==> config.mk <==
export PLATFORM = sky130hd
export DESIGN_NAME = rf_writeback_flat
export DESIGN_NICKNAME = d
export VERILOG_FILES = /design/src/rtl/rf_writeback_pkg.sv /design/src/rtl/rf_writeback_if.sv /design/src/rtl/rf_writeback_wb_fifo.sv /design/src/rtl/rf_writeback.sv /design/src/flat_wrapper.sv
export SDC_FILE = /design/constraint.sdc
export NUM_CORES = 1
export LEC_CHECK = 0
export CORE_MARGIN = 5
export CORE_UTILIZATION = 51
export CTS_BUF_LIST = sky130_fd_sc_hd__clkbuf_16
export DETAILED_ROUTE_END_ITERATION = 7
export PLACE_DENSITY_LB_ADDON = 0.2
export SLEW_MARGIN = 10
export SYNTH_ARGS = -nofsm -noshare
export SYNTH_HDL_FRONTEND = slang
export SYNTH_SLANG_ARGS = --single-unit
==> constraint.sdc <==
create_clock -name clk -period 2.98 [get_ports clk]
set_input_delay 0.298 -clock clk [delete_from_list [all_inputs] [get_ports clk]]
set_output_delay 0.298 -clock clk [all_outputs]
set_load 0.01 [all_outputs]
==> src/rtl/rf_writeback_pkg.sv <==
// Shared core types for the register-file write-back slice.
package rf_writeback_pkg;
  localparam int unsigned REG_IDX_W = 5;
  localparam int unsigned XLEN      = 32;
  localparam int unsigned NUM_REGS  = 2 ** REG_IDX_W;

  typedef struct packed {
    logic [REG_IDX_W-1:0] rd;
    logic [XLEN-1:0]      data;
  } wb_entry_t;
endpackage

==> src/rtl/rf_writeback_if.sv <==
// Pipeline, long-latency, decode and register-file signals of the write-back block.
interface rf_writeback_if;
  import rf_writeback_pkg::*;

  logic                 pipe_valid;
  logic [REG_IDX_W-1:0] pipe_rd;
  logic [XLEN-1:0]      pipe_data;
  logic                 long_valid;
  logic                 long_ready;
  logic [REG_IDX_W-1:0] long_rd;
  logic [XLEN-1:0]      long_data;
  logic                 issue_en;
  logic [REG_IDX_W-1:0] issue_rd;
  logic [REG_IDX_W-1:0] rs1;
  logic [REG_IDX_W-1:0] rs2;
  logic                 rs1_busy;
  logic                 rs2_busy;
  logic                 issue_busy;
  logic                 pipe_hold;
  logic                 err;
  logic                 rf_wr_en;
  logic [REG_IDX_W-1:0] rf_rd;
  logic [XLEN-1:0]      rf_wr_data;

  modport master (
    output pipe_valid, pipe_rd, pipe_data, long_valid, long_rd, long_data,
           issue_en, issue_rd, rs1, rs2,
    input  long_ready, rs1_busy, rs2_busy, issue_busy, pipe_hold, err,
           rf_wr_en, rf_rd, rf_wr_data
  );

  modport slave (
    input  pipe_valid, pipe_rd, pipe_data, long_valid, long_rd, long_data,
           issue_en, issue_rd, rs1, rs2,
    output long_ready, rs1_busy, rs2_busy, issue_busy, pipe_hold, err,
           rf_wr_en, rf_rd, rf_wr_data
  );
endinterface

==> src/rtl/rf_writeback_wb_fifo.sv <==
// Synchronous FIFO of write-back entries with async reset; head is read combinationally.
module wb_fifo
  import rf_writeback_pkg::*;
#(
  parameter int unsigned DEPTH = 2
) (
  input  logic                       clk,
  input  logic                       rst,
  input  logic                       push,
  input  logic                       pop,
  input  wb_entry_t                  din,
  output wb_entry_t                  dout,
  output logic                       full,
  output logic                       empty,
  output logic [$clog2(DEPTH):0]     count
);
  localparam int unsigned AW = $clog2(DEPTH);
  localparam logic [AW:0] DEPTH_C = (AW + 1)'(DEPTH);

  wb_entry_t     mem [DEPTH];
  logic [AW-1:0] wr_ptr;
  logic [AW-1:0] rd_ptr;
  logic          push_ok;
  logic          pop_ok;

  assign full    = (count == DEPTH_C);
  assign empty   = (count == '0);
  assign push_ok = push & ~full;
  assign pop_ok  = pop & ~empty;
  assign dout    = mem[rd_ptr];

  always_ff @(posedge clk or posedge rst) begin
    if (rst) begin
      wr_ptr <= '0;
      rd_ptr <= '0;
      count  <= '0;
    end else begin
      if (push_ok) wr_ptr <= wr_ptr + AW'(1);
      if (pop_ok)  rd_ptr <= rd_ptr + AW'(1);
      case ({push_ok, pop_ok})
        2'b10:   count <= count + (AW + 1)'(1);
        2'b01:   count <= count - (AW + 1)'(1);
        default: count <= count;
      endcase
    end
  end

  always_ff @(posedge clk) begin
    if (push_ok) mem[wr_ptr] <= din;
  end
endmodule

==> src/rtl/rf_writeback.sv <==
// Write-back arbiter: merges pipeline and long-latency results onto the single RF write
// port and keeps the pending-destination scoreboard used by decode for hazard stalls.
module rf_writeback
  import rf_writeback_pkg::*;
#(
  parameter int unsigned FIFO_DEPTH = 2,
  parameter int unsigned STARVE_MAX = 4
) (
  input logic           clk,
  input logic           rst,
  rf_writeback_if.slave wb
);
  localparam int unsigned CW = $clog2(STARVE_MAX + 1);
  localparam logic [CW-1:0] STARVE_LIM = CW'(STARVE_MAX);

  wb_entry_t                    head;
  wb_entry_t                    push_entry;
  wb_entry_t                    sel;
  logic                         sel_valid;
  logic                         full;
  logic                         empty;
  logic [$clog2(FIFO_DEPTH):0]  fifo_count;
  logic                         push;
  logic                         pop;
  logic [NUM_REGS-1:0]          busy;
  logic [NUM_REGS-1:0]          busy_next;
  logic [CW-1:0]                starve_cnt;
  logic [CW-1:0]                starve_next;
  logic                         hold_q;
  logic                         err_q;
  logic                         err_hit;

  // long_ready uses the pre-pop full flag, so a full FIFO refuses a push even while popping.
  assign wb.long_ready = ~rst & ~full;
  assign push          = wb.long_valid & wb.long_ready;
  assign pop           = ~wb.pipe_valid & ~empty;
  assign push_entry    = '{rd: wb.long_rd, data: wb.long_data};

  wb_fifo #(.DEPTH(FIFO_DEPTH)) u_fifo (
    .clk   (clk),
    .rst   (rst),
    .push  (push),
    .pop   (pop),
    .din   (push_entry),
    .dout  (head),
    .full  (full),
    .empty (empty),
    .count (fifo_count)
  );

  always_comb begin
    sel_valid = 1'b0;
    sel       = head;
    if (wb.pipe_valid) begin
      sel_valid = 1'b1;
      sel       = '{rd: wb.pipe_rd, data: wb.pipe_data};
    end else if (pop) begin
      sel_valid = 1'b1;
    end
  end

  always_ff @(posedge clk or posedge rst) begin
    if (rst) begin
      wb.rf_wr_en   <= 1'b0;
      wb.rf_rd      <= '0;
      wb.rf_wr_data <= '0;
    end else begin
      wb.rf_wr_en <= sel_valid && (sel.rd != '0);
      if (sel_valid) begin
        wb.rf_rd      <= sel.rd;
        wb.rf_wr_data <= sel.data;
      end
    end
  end

  // Clear on the head pop coincides with rf_wr_en rising; a same-cycle issue re-sets the bit.
  always_comb begin
    busy_next = busy;
    if (pop) busy_next[head.rd] = 1'b0;
    if (wb.issue_en && (wb.issue_rd != '0)) busy_next[wb.issue_rd] = 1'b1;
    busy_next[0] = 1'b0;
  end

  assign wb.rs1_busy   = busy[wb.rs1] & (wb.rs1 != '0);
  assign wb.rs2_busy   = busy[wb.rs2] & (wb.rs2 != '0);
  assign wb.issue_busy = busy[wb.issue_rd] & (wb.issue_rd != '0);

  always_comb begin
    if ((fifo_count == '0) || pop) begin
      starve_next = '0;
    end else if (starve_cnt < STARVE_LIM) begin
      starve_next = starve_cnt + CW'(1);
    end else begin
      starve_next = starve_cnt;
    end
  end

  assign err_hit = (wb.issue_en & wb.issue_busy) | (push & full) | (wb.pipe_valid & hold_q);

  always_ff @(posedge clk or posedge rst) begin
    if (rst) begin
      busy       <= '0;
      starve_cnt <= '0;
      hold_q     <= 1'b0;
      err_q      <= 1'b0;
    end else begin
      busy       <= busy_next;
      starve_cnt <= starve_next;
      hold_q     <= (starve_next >= STARVE_LIM);
      err_q      <= err_q | err_hit;
    end
  end

  assign wb.pipe_hold = hold_q;
  assign wb.err       = err_q;
endmodule
==> src/flat_wrapper.sv <==
// flat-port wrapper written by rule: the top's interface ports become plain ports
module rf_writeback_flat import rf_writeback_pkg::*;
#(
  parameter int unsigned FIFO_DEPTH = 2,
  parameter int unsigned STARVE_MAX = 4
)
  (clk, rst, wb_pipe_valid, wb_pipe_rd, wb_pipe_data, wb_long_valid, wb_long_rd, wb_long_data, wb_issue_en, wb_issue_rd, wb_rs1, wb_rs2, wb_long_ready, wb_rs1_busy, wb_rs2_busy, wb_issue_busy, wb_pipe_hold, wb_err, wb_rf_wr_en, wb_rf_rd, wb_rf_wr_data);
  rf_writeback_if wb_i ();
  input logic clk;
  input logic rst;
  input wire logic [$bits(wb_i.pipe_valid)-1:0] wb_pipe_valid;
  input wire logic [$bits(wb_i.pipe_rd)-1:0] wb_pipe_rd;
  input wire logic [$bits(wb_i.pipe_data)-1:0] wb_pipe_data;
  input wire logic [$bits(wb_i.long_valid)-1:0] wb_long_valid;
  input wire logic [$bits(wb_i.long_rd)-1:0] wb_long_rd;
  input wire logic [$bits(wb_i.long_data)-1:0] wb_long_data;
  input wire logic [$bits(wb_i.issue_en)-1:0] wb_issue_en;
  input wire logic [$bits(wb_i.issue_rd)-1:0] wb_issue_rd;
  input wire logic [$bits(wb_i.rs1)-1:0] wb_rs1;
  input wire logic [$bits(wb_i.rs2)-1:0] wb_rs2;
  output wire logic [$bits(wb_i.long_ready)-1:0] wb_long_ready;
  output wire logic [$bits(wb_i.rs1_busy)-1:0] wb_rs1_busy;
  output wire logic [$bits(wb_i.rs2_busy)-1:0] wb_rs2_busy;
  output wire logic [$bits(wb_i.issue_busy)-1:0] wb_issue_busy;
  output wire logic [$bits(wb_i.pipe_hold)-1:0] wb_pipe_hold;
  output wire logic [$bits(wb_i.err)-1:0] wb_err;
  output wire logic [$bits(wb_i.rf_wr_en)-1:0] wb_rf_wr_en;
  output wire logic [$bits(wb_i.rf_rd)-1:0] wb_rf_rd;
  output wire logic [$bits(wb_i.rf_wr_data)-1:0] wb_rf_wr_data;
  assign wb_i.pipe_valid = wb_pipe_valid;
  assign wb_i.pipe_rd = wb_pipe_rd;
  assign wb_i.pipe_data = wb_pipe_data;
  assign wb_i.long_valid = wb_long_valid;
  assign wb_i.long_rd = wb_long_rd;
  assign wb_i.long_data = wb_long_data;
  assign wb_i.issue_en = wb_issue_en;
  assign wb_i.issue_rd = wb_issue_rd;
  assign wb_i.rs1 = wb_rs1;
  assign wb_i.rs2 = wb_rs2;
  assign wb_long_ready = wb_i.long_ready;
  assign wb_rs1_busy = wb_i.rs1_busy;
  assign wb_rs2_busy = wb_i.rs2_busy;
  assign wb_issue_busy = wb_i.issue_busy;
  assign wb_pipe_hold = wb_i.pipe_hold;
  assign wb_err = wb_i.err;
  assign wb_rf_wr_en = wb_i.rf_wr_en;
  assign wb_rf_rd = wb_i.rf_rd;
  assign wb_rf_wr_data = wb_i.rf_wr_data;
  rf_writeback #(.FIFO_DEPTH(FIFO_DEPTH), .STARVE_MAX(STARVE_MAX)) u_core (.clk(clk), .rst(rst), .wb(wb_i));
endmodule
# After elaboration in Yosys (flattened, before gate mapping)
# Memory sizes are Yosys's and may differ from the RTL's.
# Cells that the tools add are included.
# totals
reg_bits	78
ram_bits	74
inputBits	94
output_inout_bits	44
wordCells	79
n_memories	1
# op_classes
addsub	5
order_cmp	8
eq_ne	3
mux	20
n_bitwise	21
n_reduce_logical	11
# memory_table
memory	words	word_bits	read_ports	rd_clocked_by_memory_dff	write_ports	line	text
u_core.u_fifo.mem	2	37	1	0	1	rf_writeback_wb_fifo.sv:20	wb_entry_t mem [DEPTH];
# op_table
op	count
two-way mux 32 bit	2
two-way mux 37 bit	1
bitwise AND 32 bit	1
inverter 32 bit	1
OR 32 bit	1
< comparator 5 x 6 -> 1 bit, second input constant	4
nonzero test 5 bit	4
binary-select mux 1 bit (select 5 bit)	3
bitwise AND 1 bit	11
demux 1 bit (select 5 bit)	2
greater-or-equal comparator 5 x 1 -> 1 bit, second input constant	2
two-way mux 1 bit	9
two-way mux 3 bit	2
== test 2 bit, second input constant	2
logical AND 1 bit	4
inverter 1 bit	4
one-hot mux 2 bit (2 select lines)	1
adder 3 x 1 -> 3 bit, second input constant	1
greater-or-equal comparator 3 bit, second input constant	1
< comparator 3 bit, second input constant	1
OR 1 bit	3
adder 1 bit, second input constant	2
adder 2 x 1 -> 2 bit, second input constant	1
== test 2 x 1 -> 1 bit, second input constant	1
other kinds (4)	4

# Logic depth before layout (Yosys ltp)
# An unclocked memory read counts as a cell.
# depth
depth_word	10
mapped_depth	7

# Hierarchy
# A second synthesis with hierarchy kept.
# unflattened
hier_cells	507
area_unflattened_um2	6909.1
# modules_own_cells
mod	n_inst	cells_each	area_each_um2
rf_writeback	1	373	3956.3
wb_fifo	1	134	2952.8

# Worst setup path after synthesis
# OpenSTA, ideal clock, no wires.
# synth_timing
path_type	register to register
startpoint	reg u_core.u_fifo.count[0]
endpoint	mem u_core.u_fifo.mem[0][0] (netlist bit), enable pin
setup_time_ps	431
arrival_ps	2481
setup_slack_ps	68
stages_incl_launch_ff	5
n_path_buf	0
cell_sequence	dfrtp_1 > inv_1 > a21oi_1 > nand2_1 > nor2_1
# synth_via
elab_chain_len	7
# synth_lines
item	line	text
from (decl)	rf_writeback_wb_fifo.sv:15	output logic [$clog2(DEPTH):0] count
from (signal assigned)	rf_writeback_wb_fifo.sv:41	2'b10: count <= count + (AW + 1)'(1);
from (signal assigned)	rf_writeback_wb_fifo.sv:42	2'b01: count <= count - (AW + 1)'(1);
from (signal assigned)	rf_writeback_wb_fifo.sv:43	default: count <= count;
== test 2 bit	rf_writeback_wb_fifo.sv:26	assign full = (count == DEPTH_C);
inverter 1 bit	rf_writeback.sv:34	assign wb.long_ready = ~rst & ~full;
bitwise AND 1 bit	rf_writeback.sv:34	
via wb_long_ready	flat_wrapper.sv:21	output wire logic [$bits(wb_i.long_ready)-1:0] wb_long_ready;
bitwise AND 1 bit	rf_writeback.sv:35	assign push = wb.long_valid & wb.long_ready;
bitwise AND 1 bit	rf_writeback_wb_fifo.sv:28	assign push_ok = push & ~full;
two-way mux 1 bit	rf_writeback_wb_fifo.sv:49	if (push_ok) mem[wr_ptr] <= din;
two-way mux 1 bit (not written as such)	rf_writeback_wb_fifo.sv:49	
to (decl)	rf_writeback_wb_fifo.sv:20	
# The timed path passes the listed nets, and every way through them passes these cells.

# Final worst setup path
# layout_timing
startpoint	in wb_issue_rd[4]
endpoint	out wb_issue_busy
# layout_via
elab_chain_len	3
# layout_lines
item	line	text
from (decl)	flat_wrapper.sv:18	input wire logic [$bits(wb_i.issue_rd)-1:0] wb_issue_rd;
binary-select mux 1 bit (select 5 bit)	rf_writeback.sv:86	assign wb.issue_busy = busy[wb.issue_rd] & (wb.issue_rd != '0);
two-way mux 1 bit (not written as such)	rf_writeback.sv:86	
bitwise AND 1 bit (*)	rf_writeback.sv:86	
to (decl)	flat_wrapper.sv:24	output wire logic [$bits(wb_i.issue_busy)-1:0] wb_issue_busy;
# Mark *: on every way between the ends. The rest lies on a longest branch, timed or not. The select of a mux whose other input is x is not followed.

==> flow_metrics.tcl <==
set metrics [dict create \
    drt-initial-drc-count 401 \
    crit_type "primary input to output pin" \
    clockBufferDepth 2 \
    ios 138 \
    reg2reg_depth 5 \
    r2r-end "u_core.busy[17]" \
    hold_end "u_core.wb.rf_wr_data[9]" \
    final_layout_size_suffix_gt1_frac 0.100 \
    r2r_slack_ps 870 \
    grt_pass1_vias 5218 \
    yosys.area_share.adder 0.00374 \
    synth_top_family_by_area "multiplexers" \
    overflow 0 \
    synth_cell_type_count 33 \
    ys_warn_count 0 \
    clock_sinks 151 \
    grtUsageTotal 0.223 \
    cap_violations 0 \
    grt_max_degree 66 \
    antenna_found_initial 0 \
    final_area_um2 8880 \
    synthCells 545 \
    synth_fp_nets 641 \
    worst_ep_arrival_time_ps 2540 \
    critical-path-slowest-cell "clkdlybuf4s50_1" \
    rsz0062_at_grt "false" \
    cts_hold_buf 0 \
    antenna_cells 0 \
    synth_xor_area_frac 0.00785 \
    synth_compound_area_frac 0.118 \
    setup_ws_ps 137 \
    routed_wl_mm 16.8 \
    power_density_nw_per_um2 866 \
    io_buffers 137 \
    start_kind "primary input" \
    worst_pin_slew_ps 747 \
    reg2reg_from "u_core.u_fifo.rd_ptr" \
    drc_errors 0 \
    hold_path.startpoint "wb_pipe_valid" \
    synth_mux_area_frac 0.150 \
    syn_avg_cell_area_um2 12.3 \
    cp_max_fo 8 \
    hold_depth 3 \
    nets 781 \
    num_rows 41 \
    dp_slack_ps -8.71 \
    die_h_um 125 \
    tritoncts "built" \
    via_per_inst 5.67 \
    synth_seq_cells 151 \
    netlist.area_leader.share 0.332 \
    critPathTopFamily "buffers and inverters" \
    vias 4936 \
    nFillCells 984 \
    hold_ws_ps 252 \
    finClkSkew_ps 8.38 \
    synth_seq_area_share 0.620 \
    finalCritPeriodShare 0.954 \
    path_cells "clkdlybuf4s50_1 > or3b_2 > o22ai_1 > nor3_1 > nor2_1 > or3_1 > clkdlybuf4s50_1" \
    period_minus_slack_ps 2840 \
    dieArea_um2 15500 \
    core_area_um2 12700 \
    floorplan.initialDensity 0.526 \
    grt_pass1_wl_mm 27.4 \
    cts_max_level 4 \
    power.total_mw 7.69 \
    dp_hpwl_mm 12.0 \
    worst-path-buf-inv 2 \
    post_cts_buffers 0 \
    die_w_um 125 \
    postRouteAntennaNets 0 \
    ys.flop_type "dfrtp_1" \
    placed_area_um2 8330 \
    yosysTopAreaCell "edfxtp_1" \
    synthTopCellsByArea "edfxtp_1 33%, dfrtp_1 29%, mux2i_1 7.9%" \
    synth_edf_count 74 \
    async_reset_ff_frac 0.510 \
    drv_slew 0 \
    clk_latency_ps 420 \
    routabilityCongestion 0.967 \
    leakage_nw 3.47 \
    setup.worst_path.start "wb_issue_rd[4]" \
    routedWlPerCell_um 19.3 \
    ir_drop_mv 0.517 \
    finalHoldViolations 0 \
    drt-pass1-iter-count 5 \
    cts_root_buf "clkbuf_16" \
    slew_headroom 0.502 \
    worstPathRequired_ps 2680 \
    setup_viol 0 \
    end_kind "output pin" \
    synth_area_um2 6700 \
    status "finished, final reports clean" \
    path_clk_slew_ps 50 \
    cts_buffers 17 \
    max_freq_ghz 0.352 \
    areaGrowthSynthToFinish_pct 32.6 \
    synth-simple-area-share 0.0811 \
    crit_path_frequent_cell "clkdlybuf4s50_1" \
    cp_slowest_stage_delay_ps 580 \
    hp-class "primary input to flip-flop" \
]
-- worst register-to-register path, delay by kind of cell, from the launching register on --
family           cells  cell delay, ps
multiplexers         1             640
flip-flops           1             640
AO/OA/AOI/OAI        2             310
AND/OR/NAND/NOR      2             380
-- how the worst max path moves through the flow --
stage                                    to  slack [ps]  cells after the start
global route                  wb_issue_busy          30                      8
detailed placement              wb_rs1_busy          -9                      6
CTS                             wb_rs2_busy           2                      6
finish                        wb_issue_busy         140                      7
global placement                wb_rs1_busy           9                      6
floorplan           u_core.u_fifo.mem[0][0]          70                      4
-- repair_timing --
| item | in CTS | in global routing |
|---|---|---|
| pin swaps | 0 | 0 |
| gates resized for setup | 1 | 2 |
| setup endpoints to repair | 1 | 2 |
-- routing by layer --
metal	vias to the layer above	global-route usage	wire, um
li1	2296	-	-
met5	-	0	0
met3	27	0.0810	1280
met1	2419	0.268	6680
met4	0	0.0664	338
met2	194	0.379	8530
-- kinds of logic (layout without fill, tap and decap cells) --
family                     Yosys count  count (layout)
AOI/OAI and AO/OA                  153             153
xor gates and xnor gates             6               6
adders and majority gates            2               2
buffers and inverters               32             185
DFF                                151             151
muxes                               76              76
and+or+nand+nor                    125             125
-- metrics by stage --
step	TNS, ps	utilization	instances
after floorplan	0	-	545
after global placement	0	0.655	838
after detailed placement	-8.71	0.655	838
after CTS	0	0.698	870
after global routing	0	0.698	870
final	0	0.698	870
-- cell type report --
class / instances / area, um2 / area share
Clock buffer: 17 / 425 / 0.0479
Timing Repair Buffer: 148 / 1510 / 0.170
Inverter: 5 / 20.0 / 0.00225
Tap cell: 172 / 215 / 0.0242
Clock inverter: 15 / 125 / 0.0141
Multi-Input combinational cell: 362 / 2430 / 0.274
Sequential cell: 151 / 4150 / 0.467
-- registers in the layout, indices dropped and copies added (netlist names) --
name,cells
u_core.busy,31
u_core.u_fifo.rd_ptr,1
u_core.wb.rf_wr_en,1
u_core.wb.pipe_hold,1
u_core.wb.rf_rd,5
u_core.u_fifo.wr_ptr,1
u_core.u_fifo.mem,74
u_core.wb.rf_wr_data,32
u_core.starve_cnt,2
u_core.u_fifo.count,2
u_core.wb.err,1
-- synth_stat cells, drive strengths merged (2+ instances only) --
cell type  number
o21ai         103
dfrtp          77
edfxtp         74
mux2i          53
nand2          52
nor2           43
a21oi          38
mux4           19
clkbuf         18
buf             9
nand3           7
o22ai           6
inv             5
mux2            4
or3             4
nand2b          3
nand3b          3
nor3            3
or3b            3
xnor2           3
xor2            3
ha              2
nand4           2
nor2b           2
o31ai           2
-- cells in the final DEF (no fill, tap or decap), types with 2 or more instances in the layout --
master and n:
buf_4 6, xnor2_1 3, nand2b_1 3, nand3_1 7
o31ai_1 2, nand4_1 2, inv_1 8, buf_12 5
dfrtp_1 76, ha_1 2, edfxtp_1 74, nand2_1 52
bufinv_16 2, clkbuf_16 17, or3_1 4, clkdlybuf4s50_1 134
clkinv_2 5, nand3b_1 3, clkinv_1 2, nor3_1 3
or3b_2 3, mux2i_1 53, mux2_2 4, nor2_4 2
xor2_1 3, mux4_2 19, nor2b_1 2, a21oi_1 38
nor2_1 41, o21ai_0 103, o22ai_1 6
-- power breakdown --
group | switching (mW) | total (mW) | internal (mW)
logic | 1.21 | 2.46 | 1.25
clock network | 0.792 | 2.00 | 1.21
registers | 0.485 | 3.24 | 2.75
total | 2.48 | 7.69 | 5.21
No activity file was read; power rests on OpenSTA's default activity.
==> edit: new RTL, config.mk and constraints unchanged <==
`STARVE_MAX` is set to 4 in 2 places; all go to 16.
--- a/src/rtl/rf_writeback.sv
+++ b/src/rtl/rf_writeback.sv
@@ -4,7 +4,7 @@
   import rf_writeback_pkg::*;
 #(
   parameter int unsigned FIFO_DEPTH = 2,
-  parameter int unsigned STARVE_MAX = 4
+  parameter int unsigned STARVE_MAX = 16
 ) (
   input logic           clk,
   input logic           rst,
--- a/src/flat_wrapper.sv
+++ b/src/flat_wrapper.sv
@@ -2,7 +2,7 @@
 module rf_writeback_flat import rf_writeback_pkg::*;
 #(
   parameter int unsigned FIFO_DEPTH = 2,
-  parameter int unsigned STARVE_MAX = 4
+  parameter int unsigned STARVE_MAX = 16
 )
   (clk, rst, wb_pipe_valid, wb_pipe_rd, wb_pipe_data, wb_long_valid, wb_long_rd, wb_long_data, wb_issue_en, wb_issue_rd, wb_rs1, wb_rs2, wb_long_ready, wb_rs1_busy, wb_rs2_busy, wb_issue_busy, wb_pipe_hold, wb_err, wb_rf_wr_en, wb_rf_rd, wb_rf_wr_data);
   rf_writeback_if wb_i ();
Formal check against the unedited RTL: not equivalent (Yosys sat finds a counterexample within 10 cycles, from zero or initial values and one cycle with rst high).
==> edit against the original RTL <==
  * Worst setup slack about the same
  * Design area up 2.1%
  * Sequential cell count up 2
  * Total power down 0.55%
  * Critical path type is now reg -> out
  * Synthesized area up 3.5%
  * Wire length up 2.0%
  * Via count up 2.9%
  * Clock power down 2%
  * Largest power group unchanged
  * Sequential share of layout area down 0.40 points
==> edit: results (changes against the original RTL) <==
| Metric | Value |
|---|---|
| Status | finished, final reports clean (unchanged) |
| Lkg Pwr | 3.57 nW (was 3.47 nW) |
| Synth Net Count | 657 (was 641) |
| Largest net degree at the start of global routing | 79 (was 66) |
| HP Class | in -> async (was in -> reg) |
| Mapped Cells | 561 (was 545) |
| DR vias | 5,081 (was 4,936) |
| Vias per Instance | 5.73 (was 5.67) |
| Slew headroom | 0.490 (was 0.502) |
| Final net count | 792 (was 781) |
| Sequential area share after synthesis | 0.606 (was 0.620) |
| Final wirelength | 17,200 microns (was 16,800 microns) |
| Synth cell count leaders | o21ai_0, dfrtp_1, edfxtp_1, mux2i_1, nand2_1 (unchanged) |
| Slowest-stage cell, CP | mux4_1 (was clkdlybuf4s50_1) |
| WL met2 | 8740 microns (was 8530 microns) |
| Clock-cell share | 0.0596 (was 0.0620) |
| NonClk Buf Share | 0.165 (was 0.170) |
| Logic inverters | 4 (was 5) |
| Clock Skews | 0.0113 ns (was 0.00838 ns) |
| Wire length on met1 | 6760 microns (was 6680 microns) |
| Register share of the cell area | 0.463 (was 0.467) |
| Crit Path Max Fanout | 4 (was 8) |
| Non-clock buffers | 148 (unchanged) |
| Synth unique cells | 43 (was 33) |
| Post-layout util | 0.682 (was 0.698) |
| FF-to-FF path depth | 4 (was 5) |
| GR Util met3 | 0.0685 (was 0.0810) |
| Iteration-0 DRC Markers | 374 (was 401) |
| Grt met1 use | 0.261 (was 0.268) |
| Synth area leaders | edfxtp_1, dfrtp_1, o21ai_0 (was edfxtp_1, dfrtp_1, mux2i_1) |
| Placed cell area | 8520 sq um (was 8330 sq um) |
| FF-to-FF End | u_core.wb.rf_wr_en (was u_core.busy[17]) |
| Maximum vdd drop | 0.544 mV (was 0.517 mV) |
| Vias in the first global route | 5,361 (was 5,218) |
| GRT Total Usage | 0.218 (was 0.223) |
| Reg2Reg Setup Slack | 0.92 ns (was 0.87 ns) |
| Seq cells post-synth | 153 (was 151) |
| Dpl hpwl | 12,100 microns (was 12,000 microns) |
| Met2 usage in global routing | 0.367 (was 0.379) |
| Area of the multi-input gates | 2590 sq um (was 2430 sq um) |
| Worst Setup EP | wb_rs1_busy (was wb_issue_busy) |
| First-pass GRT wire length | 27,500 microns (was 27,400 microns) |
| Wire length on met3 | 1310 microns (was 1280 microns) |
==> edit: changes by cell type after synthesis, sizes merged, moves of 3 or more <==
cell    unedited run  this run
a21oi             38        34
clkbuf            18        23
mux2               4         7
nand2             52        46
nand2b             3         0
nand3              7        10
nor2              43        40
nor2b              2         5
o21ai            103       107
==> edit: report_power, final <==
group	internal [mW]	switching (mW)
combinational	1.22	1.22
sequential	2.77	0.476
clock	1.14	0.827
==> edit: cell families (layout without fill, tap and decap cells) <==
logic type | Yosys count | in the layout | share of synthesized area
fa+ha+maj | 2 | 2 | 0.00361
mux | 76 | 76 | 0.149
xor+xnor | 8 | 8 | 0.0101
compound gates | 160 | 160 | 0.123
flops | 153 | 153 | 0.606
simple gates | 126 | 126 | 0.0849
other cells | 0 | 1 | 0
buf+inv | 36 | 184 | 0.0228
